`src/rtl/mpp_ring_pkg.sv`:
```
// ============================================================================
// mpp_ring_pkg : shared widths, saturation constants and FSM encoding for the
//                ring/hover burst detector.           Revision: 1.0
// ============================================================================
`default_nettype none

package mpp_ring_pkg;

  localparam int c_SAMPLE_W = 24;
  localparam int c_LEN_W    = 20;

  localparam logic [c_SAMPLE_W-1:0] c_MAG_MAX     = 24'h7FFFFF;
  localparam logic [c_SAMPLE_W-1:0] c_MAG_MIN_RAW = 24'h800000;
  localparam logic [c_LEN_W-1:0]    c_LEN_MAX     = 20'hFFFFF;

  localparam logic [1:0] ST_IDLE    = 2'd0;
  localparam logic [1:0] ST_ATTACK  = 2'd1;
  localparam logic [1:0] ST_ACTIVE  = 2'd2;
  localparam logic [1:0] ST_RELEASE = 2'd3;

  function automatic logic [c_SAMPLE_W-1:0] max_mag(
    input logic [c_SAMPLE_W-1:0] a,
    input logic [c_SAMPLE_W-1:0] b
  );
    return (a > b) ? a : b;
  endfunction

endpackage

`default_nettype wire

```
`src/rtl/mpp_abs_sat.sv`:
```
// ============================================================================
// mpp_abs_sat : registered saturating absolute value of a signed sample.
//                                                     Revision: 1.0
// ============================================================================
`default_nettype none

module mpp_abs_sat
  import mpp_ring_pkg::*;
(
  input  logic                  clk,
  input  logic                  rst_n,
  input  logic [c_SAMPLE_W-1:0] i_data,
  output logic [c_SAMPLE_W-1:0] o_mag
);

  logic [c_SAMPLE_W-1:0] r_mag;
  logic [c_SAMPLE_W-1:0] w_neg;
  logic [c_SAMPLE_W-1:0] w_abs;

  assign w_neg = ~i_data + 1'b1;

  // The most negative code has no positive twin, so it clamps to full scale.
  always_comb begin
    if (i_data == c_MAG_MIN_RAW) begin
      w_abs = c_MAG_MAX;
    end else if (i_data[c_SAMPLE_W-1]) begin
      w_abs = w_neg;
    end else begin
      w_abs = i_data;
    end
  end

  always_ff @(posedge clk) begin
    if (!rst_n) begin
      r_mag <= '0;
    end else begin
      r_mag <= w_abs;
    end
  end

  assign o_mag = r_mag;

endmodule

`default_nettype wire

```
`src/rtl/mpp_ring_hover_detect.sv`:
```
// ============================================================================
// mpp_ring_hover_detect : attack/release hover burst detector with burst
//                         length and peak magnitude report. Revision: 1.0
// ============================================================================
`default_nettype none

module mpp_ring_hover_detect
  import mpp_ring_pkg::*;
#(
  parameter logic [c_SAMPLE_W-1:0] THRESH      = 24'd1048576,
  parameter int                    ATTACK_CNT  = 8,
  parameter int                    RELEASE_CNT = 16
) (
  input  logic                  clk,
  input  logic                  rst_n,
  input  logic                  detectEnable,
  input  logic [c_SAMPLE_W-1:0] MPPsignal_in,
  output logic                  hoverDetected,
  output logic [c_LEN_W-1:0]    burstLen,
  output logic                  burstLenValid,
  output logic [c_SAMPLE_W-1:0] peakMag
);

  localparam int RUN_MAX = (ATTACK_CNT > RELEASE_CNT) ? ATTACK_CNT : RELEASE_CNT;
  localparam int RUN_W   = $clog2(RUN_MAX + 1);
  localparam logic [RUN_W-1:0] c_ATT_LAST = RUN_W'(ATTACK_CNT - 1);
  localparam logic [RUN_W-1:0] c_REL_LAST = RUN_W'(RELEASE_CNT - 1);

  logic [c_SAMPLE_W-1:0] r_mag;
  logic [1:0]            r_state;
  logic [RUN_W-1:0]      r_run;
  logic [c_LEN_W-1:0]    r_len;
  logic [c_SAMPLE_W-1:0] r_peak;
  logic [c_LEN_W-1:0]    r_burst_len;
  logic [c_SAMPLE_W-1:0] r_peak_mag;
  logic                  r_valid;

  logic [1:0]            w_state_nxt;
  logic [RUN_W-1:0]      w_run_nxt;
  logic                  w_end;
  logic                  w_above;
  logic                  w_hover;
  logic [c_LEN_W-1:0]    w_len_inc;
  logic [c_SAMPLE_W-1:0] w_peak_max;

  mpp_abs_sat u_abs (
    .clk    (clk),
    .rst_n  (rst_n),
    .i_data (MPPsignal_in),
    .o_mag  (r_mag)
  );

  assign w_above    = (r_mag >= THRESH);
  assign w_hover    = (r_state == ST_ACTIVE) || (r_state == ST_RELEASE);
  assign w_len_inc  = (r_len == c_LEN_MAX) ? r_len : r_len + 1'b1;
  assign w_peak_max = max_mag(r_peak, r_mag);

  // Entering from IDLE already counts as the first qualifying sample.
  always_comb begin
    w_state_nxt = r_state;
    w_run_nxt   = r_run;
    w_end       = 1'b0;
    if (!detectEnable) begin
      w_state_nxt = ST_IDLE;
      w_run_nxt   = '0;
    end else begin
      case (r_state)
        ST_IDLE: begin
          if (w_above) begin
            if (ATTACK_CNT == 1) begin
              w_state_nxt = ST_ACTIVE;
              w_run_nxt   = '0;
            end else begin
              w_state_nxt = ST_ATTACK;
              w_run_nxt   = RUN_W'(1);
            end
          end
        end
        ST_ATTACK: begin
          if (!w_above) begin
            w_state_nxt = ST_IDLE;
            w_run_nxt   = '0;
          end else if (r_run >= c_ATT_LAST) begin
            w_state_nxt = ST_ACTIVE;
            w_run_nxt   = '0;
          end else begin
            w_run_nxt   = r_run + 1'b1;
          end
        end
        ST_ACTIVE: begin
          if (!w_above) begin
            if (RELEASE_CNT == 1) begin
              w_state_nxt = ST_IDLE;
              w_run_nxt   = '0;
              w_end       = 1'b1;
            end else begin
              w_state_nxt = ST_RELEASE;
              w_run_nxt   = RUN_W'(1);
            end
          end
        end
        ST_RELEASE: begin
          if (w_above) begin
            w_state_nxt = ST_ACTIVE;
            w_run_nxt   = '0;
          end else if (r_run >= c_REL_LAST) begin
            w_state_nxt = ST_IDLE;
            w_run_nxt   = '0;
            w_end       = 1'b1;
          end else begin
            w_run_nxt   = r_run + 1'b1;
          end
        end
        default: begin
          w_state_nxt = ST_IDLE;
          w_run_nxt   = '0;
        end
      endcase
    end
  end

  always_ff @(posedge clk) begin
    if (!rst_n) begin
      r_state     <= ST_IDLE;
      r_run       <= '0;
      r_len       <= '0;
      r_peak      <= '0;
      r_burst_len <= '0;
      r_peak_mag  <= '0;
      r_valid     <= 1'b0;
    end else begin
      r_state <= w_state_nxt;
      r_run   <= w_run_nxt;
      r_valid <= w_end;

      if (!detectEnable || w_end || !w_hover) begin
        r_len <= '0;
      end else begin
        r_len <= w_len_inc;
      end

      // Peak restarts from the sample that opens a new burst out of IDLE.
      if (!detectEnable || w_end) begin
        r_peak <= '0;
      end else if (r_state == ST_IDLE) begin
        r_peak <= w_above ? r_mag : '0;
      end else begin
        r_peak <= w_peak_max;
      end

      if (w_end) begin
        r_burst_len <= w_len_inc;
        r_peak_mag  <= w_peak_max;
      end
    end
  end

  assign hoverDetected = w_hover;
  assign burstLen      = r_burst_len;
  assign burstLenValid = r_valid;
  assign peakMag       = r_peak_mag;

endmodule

`default_nettype wire

```
`config.mk`:
```
export PLATFORM = sky130hd
export DESIGN_NAME = mpp_ring_hover_detect
export DESIGN_NICKNAME = d
export VERILOG_FILES = /design/src/rtl/mpp_ring_pkg.sv /design/src/rtl/mpp_abs_sat.sv /design/src/rtl/mpp_ring_hover_detect.sv
export SDC_FILE = /design/constraint.sdc
export NUM_CORES = 1
export LEC_CHECK = 0
export CORE_MARGIN = 2
export CORE_UTILIZATION = 50
export CTS_BUF_LIST = sky130_fd_sc_hd__clkbuf_4
export DETAILED_ROUTE_END_ITERATION = 16
export PLACE_DENSITY = 0.78
export SLEW_MARGIN = 15
export SYNTH_ARGS = -nofsm -noshare
export SYNTH_HDL_FRONTEND = slang
export SYNTH_SLANG_ARGS = --single-unit
```
`constraint.sdc`:
```
create_clock -name clk -period 7.2 [get_ports clk]
set_clock_uncertainty 0.15 [all_clocks]
set_input_delay 1.8 -clock clk [delete_from_list [all_inputs] [get_ports clk]]
set_output_delay 1.8 -clock clk [all_outputs]
set_load 0.05 [all_outputs]
```
Word-level counts from Yosys, hierarchy flattened

Index checks and enable logic that the tools add are counted.

Bits in writable memories: 0
Memories kept: 0
Latch bits: 0
Flip-flop bits (word level): 120
Input bits: 27
Output and inout port bits: 46
Bits in read-only memories: 0
Word-level logic and storage cells: 64

Divide/modulo/power cells: 0
Reductions and logical operators: 12
Bitwise gates (word level): 3
Equal/unequal tests: 9
Add/subtract/negate cells: 3
Multipliers: 0
Order comparisons: 4
Multiplexer cells: 24
Shifts and indexed selects: 0

Operators with widths:

| cell                  | count |
|---|---|
| $mux 24               | 3 |
| $mux 23               | 2 |
| $mux 5                | 6 |
| $add 24x1->24 const B | 1 |
| $eq 24x24->1 const B  | 1 |
| $ge 24x21->1 const B  | 1 |
| $gt 24x24->1          | 1 |
| $not 24->24           | 1 |
| $add 20x1->20 const B | 1 |
| $eq 20x20->1 const B  | 1 |
| $mux 20               | 1 |
| $pmux 5 s4            | 1 |
| $mux 2                | 6 |
| $pmux 2 s4            | 1 |
| $add 5x1->5 const B   | 1 |
| $ge 5x3->1 const B    | 1 |
| $ge 5x4->1 const B    | 1 |
| $eq 2x2->1 const B    | 2 |
| $mux 1                | 4 |
| $ne 2x2->1 const B    | 2 |
| $reduce_and 2->1      | 2 |
| $reduce_and 4->1      | 1 |
| $reduce_or 2->1       | 2 |
| $logic_or 1x1->1      | 3 |
| 7 further kinds       | 9 |

Depth between registers and ports, before layout

Gate-level depths: netlist of run 1.

Word-level depth: 8
Depth in mapped cells: 10
Depth with buffers taken out: 9

By module

A second synthesis of run 1 with hierarchy kept.

Cells, all modules: 689
Area, all modules: 5,936.9 sq um

Modules (own cells, without submodules):

| module                | area each (sq um) | times used | cells an instance | seq. area each (sq um) |
|---|---|---|---|---|
| mpp_ring_hover_detect | 4,692.0           | 1          | 545               | 1,921.8 |
| mpp_abs_sat           | 1,244.9           | 1          | 144               | 480.5 |

Worst setup path before layout of run 1

Ideal clock, no wire load.

Path type: input-to-reg
Start point: input MPPsignal_in[11]
End point: register u_abs.r_mag[21], in the netlist u_abs.o_mag[21]
Slack: 3.254 ns
Buffers on the path: 0
Setup time: 0.142 ns
Cell stages on the path: 6
Data arrival time: 3.654 ns
Data required time: 6.908 ns
Path through: or4_4 > or3_1 > or3_4 > or3_1 > a211oi_1 > a311oi_1

Longest elaborated chain between the ends: 4
Elaborated cells on any way between the ends: 5
Those cells by class: add/sub: 1; eq/ne: 1; mux: 2; bitwise: 1

RTL lines:

| element                | line                        | RTL |
|---|---|---|
| start: declaration     | mpp_ring_hover_detect.sv:17 | `input logic [c_SAMPLE_W-1:0] MPPsignal_in,` |
| $not 24->24            | mpp_abs_sat.sv:20           | `assign w_neg = ~i_data + 1'b1;` |
| $add 24x1->24          | mpp_abs_sat.sv:20           |  |
| $mux 23                | mpp_abs_sat.sv:26           | `end else if (i_data[c_SAMPLE_W-1]) begin` |
| $mux 23 *              | mpp_abs_sat.sv:24           | `if (i_data == c_MAG_MIN_RAW) begin` |
| end signal: assignment | mpp_abs_sat.sv:37           | `r_mag <= w_abs;` |
| end: declaration       | mpp_abs_sat.sv:16           | `logic [c_SAMPLE_W-1:0] r_mag;` |

Every way passes the cells marked *; elsewhere a longest branch is shown, timed or not.
A chain may end at the register's enable or synchronous reset.

Worst setup path after layout of run 1

Start point: input detectEnable
End point: register r_peak_mag[1], in the netlist peakMag[1]

Longest elaborated chain between the ends: 1

RTL lines:

| element                | line                         | RTL |
|---|---|---|
| start: declaration     | mpp_ring_hover_detect.sv:16  | `input logic detectEnable,` |
| $mux 1                 | mpp_ring_hover_detect.sv:63  | `if (!detectEnable) begin` |
| end signal: assignment | mpp_ring_hover_detect.sv:153 | `r_peak_mag <= w_peak_max;` |
| end: declaration       | mpp_ring_hover_detect.sv:35  | `logic [c_SAMPLE_W-1:0] r_peak_mag;` |

Every way passes these cells.

==> results.cfg, run 1 <==
[status]
status = completed

[floorplan]
rows = 39
coreArea_sq_mm = 0.0114
io_pins = 73
dieHeight_um = 112
start_util = 0.510
die_area_sq_mm = 0.0125
dieWidth_um = 112

[timing]
period_needed_ns = 4.27
setup_tns_ns = 0
setup-violations-final = 0
hold_viol_final = 0
final_max_slew_viol_count = 0
rsz0062_at_grt = false
tightest_slew_ns = 1.03
fmax_ghz = 0.234
slew_headroom = 0.311
fin_crit_sh = 0.593

[layout]
multi_input_area_sq_mm = 0.00308
final_cells = 862
fillCellCount = 1001
finalNetCount = 762
layout-drive-gt1-share = 0.0654
antennaDiodeCount = 0
area.growth.synth_to_final_pct = 17.0
seqCellArea_sq_mm = 0.00240

[logic_synthesis]
synth-edff-count = 0
synth-main-ff-cell = dfxtp_1
synth-async-reset-ratio = 0
syn_inst = 658
synth.distinct_cells = 51
synthTopCellsByCount = 120 x dfxtp_1, 47 x nor2_1, 40 x clkbuf_1
avgSynthCellArea_sq_um = 8.82
netlist.area_leader.share = 0.414
synth_nets = 713
seq_area_frac_synth = 0.414
ys_warn_count = 0
yosysMostFrequentCell = dfxtp_1
syn_area_sq_mm = 0.00580
ys_ff_latch = 120
synth_area_leader_cell = dfxtp_1
yosys-top-cells-area = dfxtp_1 41%, ha_1 6.0%, xor2_1 3.6%, a32o_1 3.5%, a311oi_1 3.2%

[route]
ant_nets = 0
drt-initial-drc-count = 338
viasPerCell = 6.14
dr.pass1.iters = 5
wl_mm = 14.6
routed-via-count = 5293
drc_errors = 0
post_drt_wl_per_cell_um = 16.9

[critical_path]
reg2reg_depth = 8
start_kind = input pin
cp_max_fo = 42
end_kind = flip-flop
crit_type = in -> reg
cp.required_ns = 7.43
cp.arrival_ns = 4.49

[global_route]
grt_pass1_wl_mm = 24.1
grt_pass1_vias = 5083
grt_usage = 0.237
grt_overflow = 0
antenna_found_initial = 0
grt_max_degree = 44

[clock_network]
cts_resized = 0
tritoncts = yes
clock_latency_ns = 0.54
cts.clk_slew.worst_paths_ns = 0.09
cts_root_buf = clkbuf_4
ctsHoldBuffers = 0
cts.sinks = 120
cts_buffers = 17
clk_path_buf_depth = 2
htreeDepth = 4
postCtsSetupBuffers = 0

[power_and_ir_drop]
ir_drop_mv = 0.107
switching_share = 0.273
power_density_mw_per_mm2 = 183
seqPwrFrac = 0.562
comb_power_share = 0.106
p_int_w = 0.000902
p_leak_nw = 2.42
clkPwrFrac = 0.332
p_sw_w = 0.000338

[placed_design]
place.gp.congestion = 0.869
dpl.cell_count = 831
port_buffers = 72
hpwl_mm = 10.2

[min_path]
hold_depth = 2
hp-class = reg -> reg

[run]
drv_cap = 0
## per-stage QoR
step | area [sq um] | utilization | hold slack [ns] | setup WS [ns] | total power [W]
2_1_floorplan | 5800 | - | 0.302 | 3.25 | 0.000791
3_3_place_gp | 6550 | 0.576 | 0.320 | 2.51 | 0.000835
3_5_place_dp | 6550 | 0.576 | 0.321 | 2.43 | 0.000840
4_1_cts | 6790 | 0.597 | 0.337 | 3.01 | 0.00125
5_1_grt | 6790 | 0.597 | 0.359 | 2.79 | 0.00130
6_report | 6790 | 0.597 | 0.332 | 2.93 | 0.00124
## registers in the layout, summed over array words and instances (netlist names), named ones only
register       cells
u_abs.o_mag       24
burstLen          20
r_state            1
burstLenValid      1
r_run              5
r_peak            24
peakMag           24
r_len             20
## cells in the final DEF, fill, tap and decap left out, types with 3 or more instances in the layout
| cell type | instances |
|---|---|
| xnor2_1 | 7 |
| ha_1 | 28 |
| a31oi_1 | 5 |
| and3_1 | 27 |
| or2_2 | 5 |
| nand4_1 | 11 |
| mux2i_1 | 5 |
| o21ai_0 | 23 |
| nand2b_1 | 6 |
| a211oi_1 | 22 |
| clkinvlp_4 | 3 |
| nor4_1 | 9 |
| o41ai_1 | 3 |
| nor3_1 | 31 |
| or3_1 | 5 |
| o221ai_1 | 20 |
| clkinv_1 | 4 |
| a32o_1 | 20 |
| nand2_1 | 33 |
| nor2_1 | 47 |
| a311oi_1 | 21 |
| nand3_1 | 26 |
| buf_4 | 6 |
| o31ai_1 | 10 |
| xor2_1 | 24 |
| inv_1 | 33 |
| clkdlybuf4s50_1 | 72 |
| dfxtp_1 | 120 |
| a21oi_1 | 36 |
| clkinv_2 | 4 |
| clkbuf_4 | 20 |
## path summary, 6_finish.rpt
check / from / end / slack [ns]
hold / removal: peakMag[21] / peakMag[21] / 0.33
setup / recovery: detectEnable / peakMag[1] / 2.93
setup reg to reg: u_abs.o_mag[21] / r_peak[8] / 3.13
hold reg to reg: peakMag[21] / peakMag[21] / 0.33
## final cells by class
type	count	share of cell area
inverters	34	0.0188
well taps	143	0.0264
clock inverters	11	0.0124
flip-flops and latches	120	0.354
repair buffers	78	0.113
multi-input cells	456	0.453
clock buffers	20	0.0221
## layer usage
layer / track usage / wire length, um
met2: 0.380 / 7060
met3: 0.0441 / 884
met1: 0.305 / 6320
met4: 0.120 / 314
met5: 0 / 0
## logic make-up (layout without fill, tap and decap cells)
group,after synthesis,count (layout),synth area share
and+or+nand+nor,214,214,0.190
adders and majority gates,28,28,0.0604
buffers and inverters,82,143,0.0559
xor gates and xnor gates,31,31,0.0468
AOI/OAI and AO/OA,177,177,0.223
muxes,6,6,0.0106
DFF,120,120,0.414
## critical path, stage by stage
cell and delay [ns]:
clkdlybuf4s50_1 0.56, and2_2 0.73, nand3_1 0.85, o221ai_1 0.45
a311oi_1 0.09
## power groups by stage
stage	Clock [W]	Combinational [W]	Sequential, W
floorplan	0	0.0000883	0.000703
global placement	0	0.000125	0.000710
detailed placement	0	0.000129	0.000711
CTS	0.000419	0.000130	0.000696
global route	0.000452	0.000146	0.000698
finish	0.000412	0.000132	0.000697
Power figures use the tool's default switching activity.
==> run 2, diff against run 1 <==
- clock period: 7.2 -> 4.2 ns (I/O delays scaled with it)
==> results.cfg, run 2 (synthesized netlist as in run 1, its figures left out) <==
[status]
status = completed

[timing]
hold_viol_final = 0
fin_crit_sh = 0.799
setup-violations-final = 0
setup_tns_ns = 0
tightest_slew_ns = 0.867
rsz0062_at_grt = false
final_max_slew_viol_count = 0
fmax_ghz = 0.298
period_needed_ns = 3.36
slew_headroom = 0.421
finalHoldWorstSlack_ns = 0.324

[critical_path]
reg2reg_depth = 8
r2r_slack_ns = 0.84
startpoint = u_abs.o_mag[18]
end_kind = flip-flop
cp.required_ns = 4.46
r2r_start = u_abs.o_mag[18]
cp.arrival_ns = 3.62
cp_max_fo = 24
r2r_end = r_peak[0]
crit_path_end = r_peak[0]
start_kind = flip-flop
crit_type = reg -> reg

[clock_network]
clock_latency_ns = 0.52
cts_resized = 0
htreeDepth = 4
ctsHoldBuffers = 0
cts_root_buf = clkbuf_4
cts.clk_slew.worst_paths_ns = 0.11
postCtsSetupBuffers = 0
clk_path_buf_depth = 2
tritoncts = yes
cts_buffers = 17
cts.sinks = 120

[global_route]
grt_max_degree = 43
antenna_found_initial = 0
grt_overflow = 0
grt_usage = 0.237
grt_pass1_vias = 5026
grt_pass1_wl_mm = 24.3

[min_path]
hold_depth = 2
hp-class = reg -> reg

[layout]
area.growth.synth_to_final_pct = 18.4
final_cell_mix = 120 x dfxtp_1, 72 x clkdlybuf4s50_1, 47 x nor2_1
mostFrequentLayoutCell = dfxtp_1
antennaDiodeCount = 0
finalNetCount = 767
layout-drive-gt1-share = 0.0746

[power_and_ir_drop]
p_leak_nw = 2.46
ir_drop_mv = 0.215
power_density_mw_per_mm2 = 325

[route]
drc_errors = 0
post_drt_wl_per_cell_um = 17.0
dr.pass1.iters = 5
viasPerCell = 6.20
routed-via-count = 5378
wl_mm = 14.7
ant_nets = 0
drt-initial-drc-count = 360

[run]
drv_cap = 0

[floorplan]
start_util = 0.510
die_area_sq_mm = 0.0125
io_pins = 73
dieHeight_um = 112
dieWidth_um = 112
rows = 39
coreArea_sq_mm = 0.0114

[placed_design]
place.gp.congestion = 0.880
port_buffers = 72
hpwl_mm = 10.3
[run 2: critical path, stage by stage (launching register included)]
cell and delay (ns):
dfxtp_1 0.46, inv_1 0.10, ha_1 0.31, nand4_1 0.17, nor4_1 0.08, nand2_1 0.12, o21a_1 0.68, nand2_1 0.69
a32o_1 0.47
[run 2: layout make-up]
class,instances,area (sq um)
fill,976,4500
multi-input combinational,456,3080
sequential,120,2400
timing repair buffer,83,803
tap,143,179
clock inverter,14,153
clock buffer,17,128
inverter,34,128
[run 2: worst min-delay path by stage]
stage           startpoint          end  slack [ns]
2_1_floorplan   r_peak[20]  peakMag[20]        0.30
3_3_place_gp   burstLen[0]  burstLen[0]        0.32
3_5_place_dp   burstLen[0]  burstLen[0]        0.31
4_1_cts        burstLen[0]  burstLen[0]        0.33
5_1_grt        burstLen[0]  burstLen[0]        0.35
6_report       burstLen[0]  burstLen[0]        0.32
[run 2: routing by layer]
metal  up-vias  track usage  share of wire
met5         -            0              0
met4         0       0.0716          0.014
met3        24       0.0610          0.079
met1      2576        0.310           0.43
met2       194        0.387           0.47
li1       2584            -              -
[run 2: per-stage QoR]
step	area [sq um]	total power, W	instances	worst slack [ns]	utilization
after detailed placement	6590	0.00144	836	0.417	0.580
after global routing	6870	0.00232	867	0.557	0.604
after global placement	6590	0.00144	836	0.471	0.580
after floorplan	5800	0.00136	658	1.00	-
final	6870	0.00223	867	0.843	0.604
after CTS	6870	0.00224	867	0.885	0.604
[run 2: power breakdown]
group	internal [W]	total [W]	switching, W
clock network	0.000354	0.000806	0.000453
logic	0.0000864	0.000227	0.000140
registers	0.00116	0.00120	0.0000323
